<file path="src/rtl/sli_pattern_sequencer.sv">
// Structured-light pattern sequencer: steps (frq, fra), fires one fixed-length
// camera trigger per displayed pattern and waits for camera ready between patterns.
module sli_pattern_sequencer #(
    parameter int          N_FRQ       = 3,
    parameter int          N_FRA       = 8,
    parameter logic [19:0] EXP_CYCLES  = 20'h80000,
    parameter logic [3:0]  TIMEOUT_FRM = 4'd15
) (
    input  logic       clk,
    input  logic       rstn,
    input  logic       in_vsync,
    input  logic       in_blank,
    input  logic       mode,
    input  logic       run,
    input  logic       rdy,
    output logic [1:0] frq,
    output logic [2:0] fra,
    output logic       trig,
    output logic       hold,
    output logic       f_frm,
    output logic       seq_done,
    output logic       err,
    output logic [2:0] dbg_state
);

    typedef enum logic [2:0] {
        S_IDLE   = 3'd0,
        S_ARM    = 3'd1,
        S_FRAME  = 3'd2,
        S_EXPOSE = 3'd3,
        S_WAIT   = 3'd4
    } state_t;

    localparam logic [1:0] FRQ_LAST = 2'(N_FRQ - 1);
    localparam logic [2:0] FRA_LAST = 3'(N_FRA - 1);

    state_t      state_q, state_d;
    logic [1:0]  frq_q, frq_d;
    logic [2:0]  fra_q, fra_d;
    logic        trig_q, trig_d;
    logic        hold_q, hold_d;
    logic        f_frm_q, f_frm_d;
    logic        seq_done_q, seq_done_d;
    logic        err_q, err_d;
    logic [19:0] cnt_q, cnt_d;
    logic [3:0]  vcnt_q, vcnt_d;
    logic        vs_d_q, bl_d_q;

    logic vs_rise, bl_fall;
    assign vs_rise = in_vsync & ~vs_d_q;
    assign bl_fall = ~in_blank & bl_d_q;

    always_ff @(posedge clk or negedge rstn) begin
        if (!rstn) begin
            state_q    <= S_IDLE;
            frq_q      <= 2'd0;
            fra_q      <= 3'd0;
            trig_q     <= 1'b0;
            hold_q     <= 1'b0;
            f_frm_q    <= 1'b0;
            seq_done_q <= 1'b0;
            err_q      <= 1'b0;
            cnt_q      <= 20'd0;
            vcnt_q     <= 4'd0;
            vs_d_q     <= 1'b1;
            bl_d_q     <= 1'b0;
        end else begin
            state_q    <= state_d;
            frq_q      <= frq_d;
            fra_q      <= fra_d;
            trig_q     <= trig_d;
            hold_q     <= hold_d;
            f_frm_q    <= f_frm_d;
            seq_done_q <= seq_done_d;
            err_q      <= err_d;
            cnt_q      <= cnt_d;
            vcnt_q     <= vcnt_d;
            vs_d_q     <= in_vsync;
            bl_d_q     <= in_blank;
        end
    end

    // Camera handshake: hold is high while the pattern waits for the camera;
    // the edge that samples rdy high in that wait drops hold and advances the index.
    always_comb begin
        state_d    = state_q;
        frq_d      = frq_q;
        fra_d      = fra_q;
        trig_d     = trig_q;
        hold_d     = hold_q;
        seq_done_d = 1'b0;
        err_d      = err_q;
        cnt_d      = cnt_q;
        vcnt_d     = vcnt_q;

        if (mode) begin
            state_d = S_IDLE;
            frq_d   = 2'd0;
            fra_d   = 3'd0;
            trig_d  = 1'b0;
            hold_d  = 1'b0;
            cnt_d   = 20'd0;
            vcnt_d  = 4'd0;
        end else begin
            case (state_q)
                S_IDLE: begin
                    frq_d  = 2'd0;
                    fra_d  = 3'd0;
                    trig_d = 1'b0;
                    hold_d = 1'b0;
                    if (run) begin
                        state_d = S_ARM;
                        err_d   = 1'b0;
                    end
                end
                S_ARM: begin
                    if (vs_rise) state_d = S_FRAME;
                end
                S_FRAME: begin
                    if (bl_fall) begin
                        state_d = S_EXPOSE;
                        cnt_d   = EXP_CYCLES;
                        trig_d  = 1'b1;
                    end
                end
                S_EXPOSE: begin
                    if (cnt_q == 20'd1) begin
                        state_d = S_WAIT;
                        trig_d  = 1'b0;
                        hold_d  = 1'b1;
                        cnt_d   = 20'd0;
                        vcnt_d  = 4'd0;
                    end else begin
                        cnt_d = cnt_q - 20'd1;
                    end
                end
                S_WAIT: begin
                    // rdy wins over a timeout-reaching vsync in the same cycle.
                    if (rdy) begin
                        hold_d = 1'b0;
                        if (fra_q < FRA_LAST) begin
                            fra_d = fra_q + 3'd1;
                        end else begin
                            fra_d = 3'd0;
                            if (frq_q < FRQ_LAST) begin
                                frq_d = frq_q + 2'd1;
                            end else begin
                                frq_d      = 2'd0;
                                seq_done_d = 1'b1;
                            end
                        end
                        if (run) begin
                            state_d = S_ARM;
                        end else begin
                            state_d = S_IDLE;
                            frq_d   = 2'd0;
                            fra_d   = 3'd0;
                        end
                    end else if (vs_rise) begin
                        vcnt_d = vcnt_q + 4'd1;
                        if (vcnt_q + 4'd1 == TIMEOUT_FRM) begin
                            state_d = S_IDLE;
                            err_d   = 1'b1;
                            hold_d  = 1'b0;
                            frq_d   = 2'd0;
                            fra_d   = 3'd0;
                        end
                    end
                end
                default: begin
                    state_d = S_IDLE;
                end
            endcase
        end

        f_frm_d = (fra_d == 3'd0) && (state_d != S_IDLE);
    end

    assign frq       = frq_q;
    assign fra       = fra_q;
    assign trig      = trig_q;
    assign hold      = hold_q;
    assign f_frm     = f_frm_q;
    assign seq_done  = seq_done_q;
    assign err       = err_q;
    assign dbg_state = state_q;

endmodule

</file>
<file path="config.mk">
export PLATFORM = sky130hd
export DESIGN_NAME = sli_pattern_sequencer
export DESIGN_NICKNAME = d
export VERILOG_FILES = /design/src/rtl/sli_pattern_sequencer.sv
export SDC_FILE = /design/constraint.sdc
export NUM_CORES = 1
export LEC_CHECK = 0
export BUFFER_PORTS_ARGS = -buffer_cell sky130_fd_sc_hd__buf_4
export CAP_MARGIN = 15
export CORE_MARGIN = 3
export CORE_UTILIZATION = 56
export CTS_CLUSTER_SIZE = 10
export DETAILED_ROUTE_END_ITERATION = 16
export PLACE_DENSITY_LB_ADDON = 0.12
export SLEW_MARGIN = 20
export SYNTH_ARGS = -nofsm -noshare
export SYNTH_HDL_FRONTEND = slang
export SYNTH_SLANG_ARGS = --single-unit
</file>
<file path="constraint.sdc">
create_clock -name clk -period 5.9 [get_ports clk]
set_input_delay 0.59 -clock clk [delete_from_list [all_inputs] [get_ports clk]]
set_output_delay 0.59 -clock clk [all_outputs]
set_load 0.05 [all_outputs]
</file>
Word level (Yosys, flattened, before mapping):

Index checks and enable logic that the tools add are counted.

* output and inout port bits: 13
* bits of input ports: 7
* word-level logic and storage cells: 110
* bits in registers: 39

* bitwise logic cells: 5
* $lt $le $gt $ge: 2
* multiplexer cells: 54
* eq/ne operators: 17
* $add $sub $neg: 4
* reduce and logical (&&, ||, !) cells: 16

Operator list (count)
* 2-to-1 mux 20 bit: 3
* 2-to-1 mux 3 bit: 14
* one-hot mux 20 bit (2 select lines): 1
* == test 20 x 1 -> 1 bit (second input constant): 1
* subtractor 20 x 1 -> 20 bit (second input constant): 1
* 2-to-1 mux 1 bit: 18
* 2-to-1 mux 4 bit: 4
* one-hot mux 3 bit (5 select lines): 1
* 2-to-1 mux 2 bit: 7
* inequality test 3 bit (second input constant): 4
* AND reduction 4 bit: 3
* nonzero test 3 bit: 4
* inequality test 2 bit (second input constant): 4
* inequality test 4 bit (second input constant): 2
* one-hot mux 4 bit (2 select lines): 1
* nonzero test 4 bit: 2
* == test 3 x 2 -> 1 bit (second input constant): 2
* logical NOT 3 bit: 2
* one-hot mux 1 bit (3 select lines): 2
* one-hot mux 3 bit (2 select lines): 1
* AND reduction 6 bit: 1
* inequality test 5 bit (second input constant): 1
* adder 4 x 1 -> 4 bit (second input constant): 1
* == test 4 bit (second input constant): 1
* 14 further kinds: 17

Longest topological paths before layout:

Gate-level depths: netlist of run 1.

* word-level depth: 9
* depth in mapped cells: 8
* depth with buffers taken out: 7

Worst setup path before layout of run 1:

OpenSTA, ideal clock, no wires.

* path type: reg-to-reg
* from: register state_q[2] (netlist: dbg_state[2])
* to: register cnt_q[14]
* setup slack: 3.844 ns
* buffers on the path: 1
* period minus slack after synthesis: 2.056 ns
* data arrival time: 1.979 ns
* cell stages (with the launch flop): 7
* data required time: 5.822 ns
* library setup time: 0.078 ns
* cell sequence: dfrtp_1 > clkbuf_1 > nand2b_1 > a21oi_2 > o2111ai_1 > or4_1 > a21oi_1

* cells in the longest elaborated chain, start to end: 3
* elaborated cells between the ends (all ways): 7
* those cells by class: 3 x eq/ne; 2 x mux; 2 x reduce/logical

RTL lines
* from (decl): RTL line 37 `state_t state_q, state_d;`
* from (signal assigned): RTL line 68 `state_q <= state_d;`
* == test 3 x 2 -> 1 bit: RTL line 105 `case (state_q)`
* one-hot mux 20 bit (2 select lines) (tied with other cells): RTL line 105
* 2-to-1 mux 20 bit / AND reduction 2 bit (equally long branches)
* to (signal assigned): RTL line 76 `cnt_q <= cnt_d;`
* to (decl): RTL line 45 `logic [19:0] cnt_q, cnt_d;`

Several ways; a longest one is shown, not always the timed one.
A chain may end at the register's enable or synchronous reset.

Final worst setup path of run 1:

* from: register state_q[0] (netlist: dbg_state[0])
* to: register cnt_q[14]

Same word-level chain as after synthesis.

==> results by group, run 1 <==
Synth
  – Syn Area/Cell: around 9.5 um2
  – Seq/Total Area, Yosys: 45.4%
  – Cell Area, Synth: roughly 2200 um2
  – Ys flop type: dfrtp_1
  – Number of library cell types mapped by synthesis: 53
  – Yosys warnings: 0
  – Async SR Flop Fraction: 100%
  – Synth top area share: 44.2%
  – Synth area leaders: dfrtp_1 (44%), nor2_1 (5.2%), xor2_1 (4.5%)
  – Post-synth top area cell: dfrtp_1
  – Mapped Nets: about 240
  – EDFF count, synth: 0
  – FF+latch count, synth: 39
  – Count of mapped cells out of synthesis: between 200 and 250

Cells and area
  – Sequential Area: 977 um2
  – Ant diodes: 0
  – Final net count: 258
  – Synth-to-Final Area Change: 14.2%
  – Share of layout cells above drive strength 1: 15.8%
  – Area of the multi-input gates: 1100 um2
  – Commonest non-fill, non-tap cell in the layout: dfrtp_1
  – Fillers: between 200 and 300
  – Commonest cells after routing, fill and taps aside: dfrtp_1 (38), nor2_1 (30), buf_4 (19)
  – Final std cells w/o fill: 293

Routing
  – DR DRC count: 0
  – Vias per std cell: 6.10
  – WL per Instance: 15.1 um
  – Drt pass-1 iters: 4
  – Total number of vias: 1,787
  – DR iter-0 viols: between 100 and 150
  – WL final: around 4400 um
  – Final ANT Viol Nets: 0

Global routing
  – GRT Residual Overflow: 0
  – Global-route wire length before repair: 7770 um
  – Largest net degree at the start of global routing: 40
  – Tot GR Track Use: 22.2%
  – Via count of the first global-routing pass: 1,701
  – Initial antenna violation count: 0

Die
  – Initial cell density of the core: 61.1%
  – Die area: 4620 um2
  – Die Span X: ~70 um
  – Chip height: 68.0 um
  – I/O pin count: 20
  – Core Region: about 3500 um2
  – # rows: 21

Timing
  – Final hold violations: 0
  – RSZ-0062 raised after global routing: false
  – Final Cycle Share: approximately 40%
  – Relative slew margins: 55.4%
  – Worst Skew: 0.00855 ns
  – Final setup violation count: 0
  – Final worst-path setup slack: 3.57 ns
  – Worst slew pin tran: 0.669 ns
  – Fmax: 430 MHz
  – Fin Setup TNS: 0 ns
  – Tmin final: roughly 2.3 ns
  – Max Slew Vio Count: 0

Worst setup path
  – CP Launch Type: register
  – Worst Reg-to-Reg Cells: 5
  – Critical Path RT: 6.11 ns
  – Nature of the critical path endpoint: register
  – Worst-path cell chain: clkinv_1 -> a21oi_2 -> o2111ai_1 -> or4_1 -> a21oi_1
  – Worst reg2reg startpoint: dbg_state[0]$_DFF_PN0_
  – Reg2reg end: cnt_q[14]$_DFFE_PN0P_
  – Setup slack, reg-to-reg: about 3.6 ns
  – CP Class: register to register
  – Worst Path Arrival: 2.54 ns
  – Worst Setup EP: cnt_q[14]$_DFFE_PN0P_
  – Crit path max fanout: 13
  – Critical Path Max Stage Delay: 0.58 ns
  – CP Launch Point: dbg_state[0]$_DFF_PN0_
  – Worst path slowest cell: dfrtp_1

Placement
  – Placed cell count: 285
  – Global placer's final weighted congestion: 0.767
  – Post-place setup slack: between 3 and 4 ns
  – Post-DP HPWL: 3170 um
  – # port buffers: 19

Clock tree
  – Clock sink total: 39
  – Clock H-tree levels: 2
  – Clock buffer count from CTS: 5
  – Clk pin slew, worst setup/hold paths: approximately 0.080 ns
  – PostCTS Resize Cnt: 0
  – Clock Latency Late Sink: 0.29 ns
  – TritonCTS clock tree: built
  – Clk root buf: clkbuf_8
  – Post-CTS setup repair buffer count: 0
  – CTS Hold Bufs: 0
  – Max clock buf depth: 2

Hold path
  – Hold Path Class: input port to async pin

Power and ir drop
  – PD cells: 335 nW/um2
  – LEAKAGE: 1.07 nW
  – Peak supply drop: 0.244 mV

Status
  – Outcome: finished clean

Run
  – Maxcap violations: 0
-- flip-flops by register name, indices dropped and copies added, names as in the netlist --
name / cells
vs_d_q: 1
f_frm: 1
dbg_state: 3
cnt_q: 20
err: 1
frq: 2
seq_done: 1
vcnt_q: 4
hold: 1
trig: 1
fra: 3
bl_d_q: 1
-- worst min path at each step --
stage                          start                     to  slack (ns)  cells past startpoint
2_1_floorplan                   rstn       bl_d_q$_DFF_PN0_        0.29                      0
3_3_place_gp   vcnt_q[3]$_DFFE_PN0P_  vcnt_q[3]$_DFFE_PN0P_        0.50                      1
3_5_place_dp   vcnt_q[3]$_DFFE_PN0P_  vcnt_q[3]$_DFFE_PN0P_        0.51                      1
4_1_cts                         rstn  vcnt_q[3]$_DFFE_PN0P_        0.26                      1
5_1_grt                         rstn  cnt_q[17]$_DFFE_PN0P_        0.28                      1
6_report                        rstn  vcnt_q[3]$_DFFE_PN0P_        0.25                      1
-- synth_stat cells (all sizes together), types with 2 or more instances --
master and instances:
clkinv 2, inv 9, nor2 30, clkbuf 6, nor4 5, ha 5
nor3 11, or4 3, a21oi 13, o31ai 4, or3 7, xor2 11
nand3 8, dfrtp 38, o21ai 16, o2111ai 4, nand2b 3, and3 2
nor2b 4, a22o 2, a31oi 4, o211ai 6, nand2 10, o32ai 3
-- cells by family (layout without fill, tap and decap cells) --
| group | after synthesis | count (layout) | synth area share, % |
|---|---|---|---|
| buffers and inverters | 18 | 38 | 3.20 |
| XOR/XNOR | 12 | 12 | 4.89 |
| adder cells (fa/ha/maj) | 5 | 5 | 2.91 |
| AO/OA/AOI/OAI | 62 | 62 | 20.2 |
| multiplexers | 1 | 1 | 0.524 |
| flip-flops | 39 | 39 | 45.4 |
| AND/OR/NAND/NOR | 90 | 90 | 22.8 |
-- metrics by stage --
stage	hold WS, ns	area (um2)	utilization, %	total power [mW]
2_1_floorplan	0.294	2150	-	0.508
3_3_place_gp	0.497	2320	66.0	0.557
3_5_place_dp	0.514	2320	66.0	0.562
4_1_cts	0.262	2460	69.8	0.825
5_1_grt	0.279	2460	69.8	0.873
6_report	0.252	2460	69.8	0.822
-- final cells by class --
cell class | instances | share of cell area (%)
clock buffers | 6 | 2.95
inverters | 11 | 1.68
multi-input cells | 170 | 45.0
clock inverters | 2 | 2.45
flip-flops and latches | 39 | 39.8
repair buffers | 19 | 5.81
well taps | 46 | 2.34
-- report_power, final --
part	total, mW	internal, mW	switching [mW]
registers	0.340	0.300	0.0405
logic	0.219	0.0868	0.132
clock network	0.262	0.169	0.0934
-- routing by layer --
metal	wire length [um]	share of wire [%]	global-route usage (%)
met4	46	1.0	6.70
met1	1960	44	27.4
met3	218	4.9	5.09
met2	2210	50	38.6
met5	0	0	0
-- worst max-delay path: cells and delay by family, from the launching register on --
family,cells,cell delay [ns]
flops,1,0.58
compound gates,3,0.96
buf+inv,1,0.24
simple gates,1,0.47
No activity file was read; power rests on OpenSTA's default activity.
==> run 2: changes to the inputs <==
clock period = 2.4 ns   (was 5.9 ns; I/O delays follow)
==> run 2 against run 1 <==
Net effect:
- worst setup slack worse by 3.3 ns
- die area unchanged
- critical path depth up 1
- first-iteration DRC count up 9.0%
==> results by group, run 2 (synthesis gave the netlist of run 1 again) <==
Worst setup path
  – Buf+Inv Stages, Crit Path: 0 (was 1)
  – Critical Path Max Stage Delay: 0.45 ns (was 0.58 ns)
  – Worst path slowest cell: dfrtp_1 (unchanged)
  – Worst-path cell chain: ha_1 -> xnor2_1 -> o41ai_2 -> nand2_1 -> a22o_1 -> mux2_1 (was clkinv_1 -> a21oi_2 -> o2111ai_1 -> or4_1 -> a21oi_1)
  – Critical Path RT: 2.57 ns (was 6.11 ns)
  – Crit path max fanout: 7 (was 13)
  – Setup slack, reg-to-reg: 0.23 ns (was 3.57 ns)
  – CP Launch Type: register (unchanged)
  – CP delay by family, top: compound AO/OA/AOI/OAI gates (unchanged)
  – Reg2reg end: frq[0]$_DFFE_PN0P_ (was cnt_q[14]$_DFFE_PN0P_)
  – CP Class: register to register (unchanged)
  – Worst reg2reg startpoint: vcnt_q[0]$_DFFE_PN0P_ (was dbg_state[0]$_DFF_PN0_)
  – Worst Reg-to-Reg Cells: 6 (was 5)
  – Worst Path Arrival: 2.34 ns (was 2.54 ns)
  – Nature of the critical path endpoint: register (unchanged)

Timing
  – Final worst-path setup slack: 0.231 ns (was 3.57 ns)
  – Fmax: 461 MHz (was 430 MHz)
  – Final hold slack: 0.0604 ns (was 0.252 ns)
  – Max Slew Vio Count: 0 (unchanged)
  – RSZ-0062 raised after global routing: false (unchanged)
  – Relative slew margins: 65.2% (was 55.4%)
  – Final setup violation count: 0 (unchanged)
  – Worst Skew: 0.0129 ns (was 0.00855 ns)
  – Final hold violations: 0 (unchanged)
  – Tmin final: 2.17 ns (was 2.33 ns)
  – Final Cycle Share: 90.4% (was 39.4%)
  – Fin Setup TNS: 0 ns (unchanged)
  – Worst slew pin tran: 0.518 ns (was 0.669 ns)

Hold path
  – Hold path start: in_blank
  – Hold depth: 1
  – Hold Path Class: input port to register (was input port to async pin)
  – Hold Crit Endpoint: bl_d_q$_DFF_PN0_

Clock tree
  – Clk root buf: clkbuf_8 (unchanged)
  – Clock H-tree levels: 2 (unchanged)
  – TritonCTS clock tree: built (unchanged)
  – Clock buffer count from CTS: 5 (unchanged)
  – Post-CTS setup repair buffer count: 0 (unchanged)
  – PostCTS Resize Cnt: 0 (unchanged)
  – Max clock buf depth: 2 (unchanged)
  – Clk pin slew, worst setup/hold paths: 0.07 ns (was 0.08 ns)
  – Clock sink total: 39 (unchanged)
  – Clock Latency Late Sink: 0.29 ns (about the same)

Cells and area
  – Largest Register: cnt_q (unchanged)
  – Sequential Area: 977 um2 (unchanged)
  – Top Registers: cnt_q: 20 flops, vcnt_q: 4 flops (unchanged)
  – Commonest non-fill, non-tap cell in the layout: dfrtp_1 (unchanged)
  – Ant diodes: 0 (unchanged)
  – Area of the multi-input gates: 1100 um2 (unchanged)
  – Fin area: 2480 um2 (was 2460 um2)
  – Share of layout cells above drive strength 1: 17.4% (was 15.8%)
  – Number of flip-flops in the largest register: 20 (unchanged)
  – Commonest cells after routing, fill and taps aside: dfrtp_1 (38), nor2_1 (30), buf_4 (25) (was dfrtp_1 (38), nor2_1 (30), buf_4 (19))
  – Fillers: 308 (was 285)
  – Final core utilization: 70.5% (was 69.8%)
  – Synth-to-Final Area Change: 15.4% (was 14.2%)
  – Final std cells w/o fill: 299 (was 293)
  – Final net count: 265 (was 258)

Routing
  – WL final: 4620 um (was 4430 um)
  – DR iter-0 viols: 158 (was 145)
  – WL per Instance: 15.5 um (was 15.1 um)
  – Total number of vias: 1,787 (unchanged)
  – Final ANT Viol Nets: 0 (unchanged)
  – Vias per std cell: 5.98 (was 6.10)
  – Drt pass-1 iters: 4 (unchanged)
  – DR DRC count: 0 (unchanged)

Global routing
  – Tot GR Track Use: 23.6% (was 22.2%)
  – Via count of the first global-routing pass: 1,801 (was 1,701)
  – Largest net degree at the start of global routing: 40 (unchanged)
  – GRT Residual Overflow: 0 (unchanged)
  – Initial antenna violation count: 0 (unchanged)
  – Global-route wire length before repair: 8090 um (was 7770 um)

Run
  – Maxcap violations: 0 (unchanged)

Power and ir drop
  – LEAKAGE: 1.09 nW (was 1.07 nW)
  – PD cells: 771 nW/um2 (was 335 nW/um2)
  – Peak supply drop: 0.729 mV (was 0.244 mV)
  – Power Total: 1.91 mW (was 0.822 mW)

Die
  – Chip height: 68.0 um (unchanged)
  – I/O pin count: 20 (unchanged)
  – # rows: 21 (unchanged)
  – Core Region: 3520 um2 (unchanged)
  – Die Span X: 68.0 um (unchanged)
  – Die area: 4620 um2 (unchanged)
  – Initial cell density of the core: 61.1% (unchanged)

Placement
  – Post-place setup slack: 0.261 ns (was 3.48 ns)
  – Post-DP HPWL: 3200 um (was 3170 um)
  – Placed cell count: 291 (was 285)
  – Placed Area: 2370 um2 (was 2320 um2)
  – # port buffers: 19 (unchanged)
  – Global placer's final weighted congestion: 0.795 (was 0.767)

Status
  – Outcome: finished clean (unchanged)
run 2: worst max-delay path by stage:
stage / endpoint / start / slack [ns] / cells after the start
global route: frq[0]$_DFFE_PN0P_ / vcnt_q[0]$_DFFE_PN0P_ / 0.08 / 6
global placement: frq[0]$_DFFE_PN0P_ / vcnt_q[0]$_DFFE_PN0P_ / 0.34 / 6
detailed placement: frq[0]$_DFFE_PN0P_ / vcnt_q[0]$_DFFE_PN0P_ / 0.26 / 6
floorplan: cnt_q[14]$_DFFE_PN0P_ / dbg_state[2]$_DFF_PN0_ / 0.34 / 6
CTS: frq[0]$_DFFE_PN0P_ / vcnt_q[0]$_DFFE_PN0P_ / 0.23 / 6
finish: frq[0]$_DFFE_PN0P_ / vcnt_q[0]$_DFFE_PN0P_ / 0.23 / 6
run 2: layout make-up:
cell class | count | share of cell area, %
Timing Repair Buffer | 26 | 7.97
Sequential cell | 39 | 39.4
Clock inverter | 1 | 1.21
Tap cell | 46 | 2.32
Inverter | 11 | 1.66
Multi-Input combinational cell | 170 | 44.5
Clock buffer | 6 | 2.92
run 2: worst register-to-register path, stage by stage, from the launching register on:
cell and delay [ns]:
dfrtp_1 0.45, ha_1 0.27, xnor2_1 0.16, o41ai_2 0.44
nand2_1 0.17, a22o_1 0.27, mux2_1 0.30
run 2: repair_timing:
action                                 4_1_cts  5_1_grt
endpoints found under the hold margin       38        0
setup endpoints to repair                    0        0
hold buffers                                 1        0
run 2: metal layers:
layer  vias up  GRT usage (%)  share of wire, %
li1        889              -                 -
met1       843           30.3                45
met2        44           37.7                49
met3        11           5.58               3.8
met4         0           11.2               2.0
met5         -              0                 0
run 2: where the power goes:
group	switching [mW]	internal, mW
logic	0.339	0.220
registers	0.0909	0.737
clock network	0.223	0.305
==> run 3: changes to the inputs <==
BUFFER_PORTS_ARGS = -buffer_cell sky130_fd_sc_hd__buf_2   (was -buffer_cell sky130_fd_sc_hd__buf_4)
==> run 3 against run 2 <==
Net effect:
- routed wire length shrank 5.9%
- combinational power shrank 3%
- maximum frequency shrank 0.47%
- critical path type unchanged
- critical endpoint unchanged
- largest power group unchanged
- highest routed layer unchanged
==> results by group, run 3 (synthesis gave the netlist of run 1 again) <==
Clock tree
  – Clk pin slew, worst setup/hold paths: 0.08 ns (was 0.07 ns)
  – Post-CTS setup repair buffer count: 0 (unchanged)
  – PostCTS Resize Cnt: 0 (unchanged)
  – Clock Latency Late Sink: 0.28 ns (was 0.29 ns)
  – Clk root buf: clkbuf_8 (unchanged)
  – TritonCTS clock tree: built (unchanged)
  – CTS Hold Bufs: 0 (was 1)
  – Clock buffer count from CTS: 5 (unchanged)
  – Clock H-tree levels: 2 (unchanged)
  – Max clock buf depth: 2 (unchanged)
  – Clock sink total: 39 (unchanged)

Worst setup path
  – Critical Path Max Stage Delay: 0.46 ns (was 0.45 ns)
  – Nature of the critical path endpoint: register (unchanged)
  – CP Launch Type: register (unchanged)
  – Critical Path RT: 2.57 ns (about the same)
  – CP Class: register to register (unchanged)
  – Worst-path cell chain: ha_1 -> xnor2_1 -> o41ai_2 -> nand2_1 -> a22o_1 -> mux2_1 (unchanged)
  – Worst path slowest cell: o41ai_2 (was dfrtp_1)
  – CP delay by family, top: compound AO/OA/AOI/OAI gates (unchanged)
  – Crit path max fanout: 7 (unchanged)
  – Setup slack, reg-to-reg: 0.22 ns (was 0.23 ns)
  – Buf+Inv Stages, Crit Path: 0 (unchanged)
  – Worst Path Arrival: 2.35 ns (was 2.34 ns)

Hold path
  – Hold Path Class: input port to async pin (was input port to register)

Timing
  – Fin Setup TNS: 0 ns (unchanged)
  – Tmin final: 2.18 ns (was 2.17 ns)
  – Final Cycle Share: 90.8% (was 90.4%)
  – Max Slew Vio Count: 0 (unchanged)
  – RSZ-0062 raised after global routing: false (unchanged)
  – Worst Skew: 0.00878 ns (was 0.0129 ns)
  – Relative slew margins: 42.7% (was 65.2%)
  – Fmax: 459 MHz (was 461 MHz)
  – Worst slew pin tran: 0.860 ns (was 0.518 ns)
  – Final setup violation count: 0 (unchanged)
  – Final hold violations: 0 (unchanged)

Routing
  – DR iter-0 viols: 141 (was 158)
  – DR DRC count: 0 (unchanged)
  – WL final: 4350 um (was 4620 um)
  – Total number of vias: 1,765 (was 1,787)
  – WL per Instance: 14.5 um (was 15.5 um)
  – Final ANT Viol Nets: 0 (unchanged)
  – Drt pass-1 iters: 6 (was 4)
  – Vias per std cell: 5.90 (was 5.98)

Run
  – Maxcap violations: 0 (unchanged)

Global routing
  – GRT Residual Overflow: 0 (unchanged)
  – Tot GR Track Use: 21.0% (was 23.6%)
  – Initial antenna violation count: 0 (unchanged)
  – Global-route wire length before repair: 7460 um (was 8090 um)
  – Largest net degree at the start of global routing: 40 (unchanged)
  – Via count of the first global-routing pass: 1,767 (was 1,801)

Cells and area
  – Top Registers: cnt_q: 20 flops, vcnt_q: 4 flops (unchanged)
  – Number of flip-flops in the largest register: 20 (unchanged)
  – Share of layout cells above drive strength 1: 18.2% (was 17.4%)
  – Final std cells w/o fill: 299 (unchanged)
  – Commonest non-fill, non-tap cell in the layout: dfrtp_1 (unchanged)
  – Fin area: 2440 um2 (was 2480 um2)
  – Largest Register: cnt_q (unchanged)
  – Synth-to-Final Area Change: 13.4% (was 15.4%)
  – Final net count: 264 (was 265)
  – Commonest cells after routing, fill and taps aside: dfrtp_1 (38), nor2_1 (30), buf_2 (19) (was dfrtp_1 (38), nor2_1 (30), buf_4 (25))
  – Ant diodes: 0 (unchanged)

Die
  – Core Region: 3520 um2 (unchanged)
  – I/O pin count: 20 (unchanged)
  – Die area: 4620 um2 (unchanged)
  – Initial cell density of the core: 61.1% (unchanged)
  – Die Span X: 68.0 um (unchanged)
  – # rows: 21 (unchanged)
  – Chip height: 68.0 um (unchanged)

Placement
  – Post-DP HPWL: 3140 um (was 3200 um)
  – Placed cell count: 291 (unchanged)
  – Placed Area: 2320 um2 (was 2370 um2)
  – # port buffers: 19 (unchanged)
  – Global placer's final weighted congestion: 0.774 (was 0.795)

Power and ir drop
  – PD cells: 791 nW/um2 (was 771 nW/um2)
  – Power Total: 1.93 mW (was 1.91 mW)
  – Peak supply drop: 0.649 mV (was 0.729 mV)
  – LEAKAGE: 1.10 nW (was 1.09 nW)

Status
  – Outcome: finished clean (unchanged)
-- run 3: worst reg2reg max path, cell delays in order (launching register included) --
cell,delay (ns)
dfrtp_1,0.44
ha_1,0.27
xnor2_1,0.16
o41ai_2,0.46
nand2_1,0.17
a22o_1,0.27
mux2_1,0.29
-- run 3: area by class of cell --
cell class	instances	area, um2
sequential	39	977
inverter	11	41.3
timing repair buffer	25	140
clock buffer	6	82.6
fill	296	1080
multi-input combinational	170	1100
tap	46	57.6
clock inverter	2	35.0
-- run 3: worst paths after layout --
path                                       startpoint                    end  cells past startpoint
max in group asynchronous                        rstn   cnt_q[2]$_DFFE_PN0P_                      1
min in group clk                             in_blank       bl_d_q$_DFF_PN0_                      1
worst min-delay path                             rstn        err$_DFFE_PN0P_                      1
worst max register to register  vcnt_q[0]$_DFFE_PN0P_     frq[0]$_DFFE_PN0P_                      6
worst min register to register  vcnt_q[3]$_DFFE_PN0P_  vcnt_q[3]$_DFFE_PN0P_                      1
worst max-delay path            vcnt_q[0]$_DFFE_PN0P_     frq[0]$_DFFE_PN0P_                      6
-- run 3: layer usage --
metal	GRT usage [%]	vias up	wire [um]
met5	0	-	0
met4	7.44	0	26
met3	3.94	2	152
met2	38.5	30	2200
met1	24.2	848	1970
li1	-	885	-
-- run 3: power by group --
part | internal (mW) | switching, mW
logic | 0.213 | 0.330
clock network | 0.336 | 0.223
registers | 0.737 | 0.0886
-- run 3: metrics by stage --
step	util, %	hold slack (ns)	setup WS (ns)
finish	69.3	0.0627	0.221
global route	69.3	0.0622	0.0783
CTS	69.3	0.0624	0.238
detailed placement	65.9	0.361	0.251
global placement	65.9	0.358	0.345
floorplan	-	-0.0556	0.344
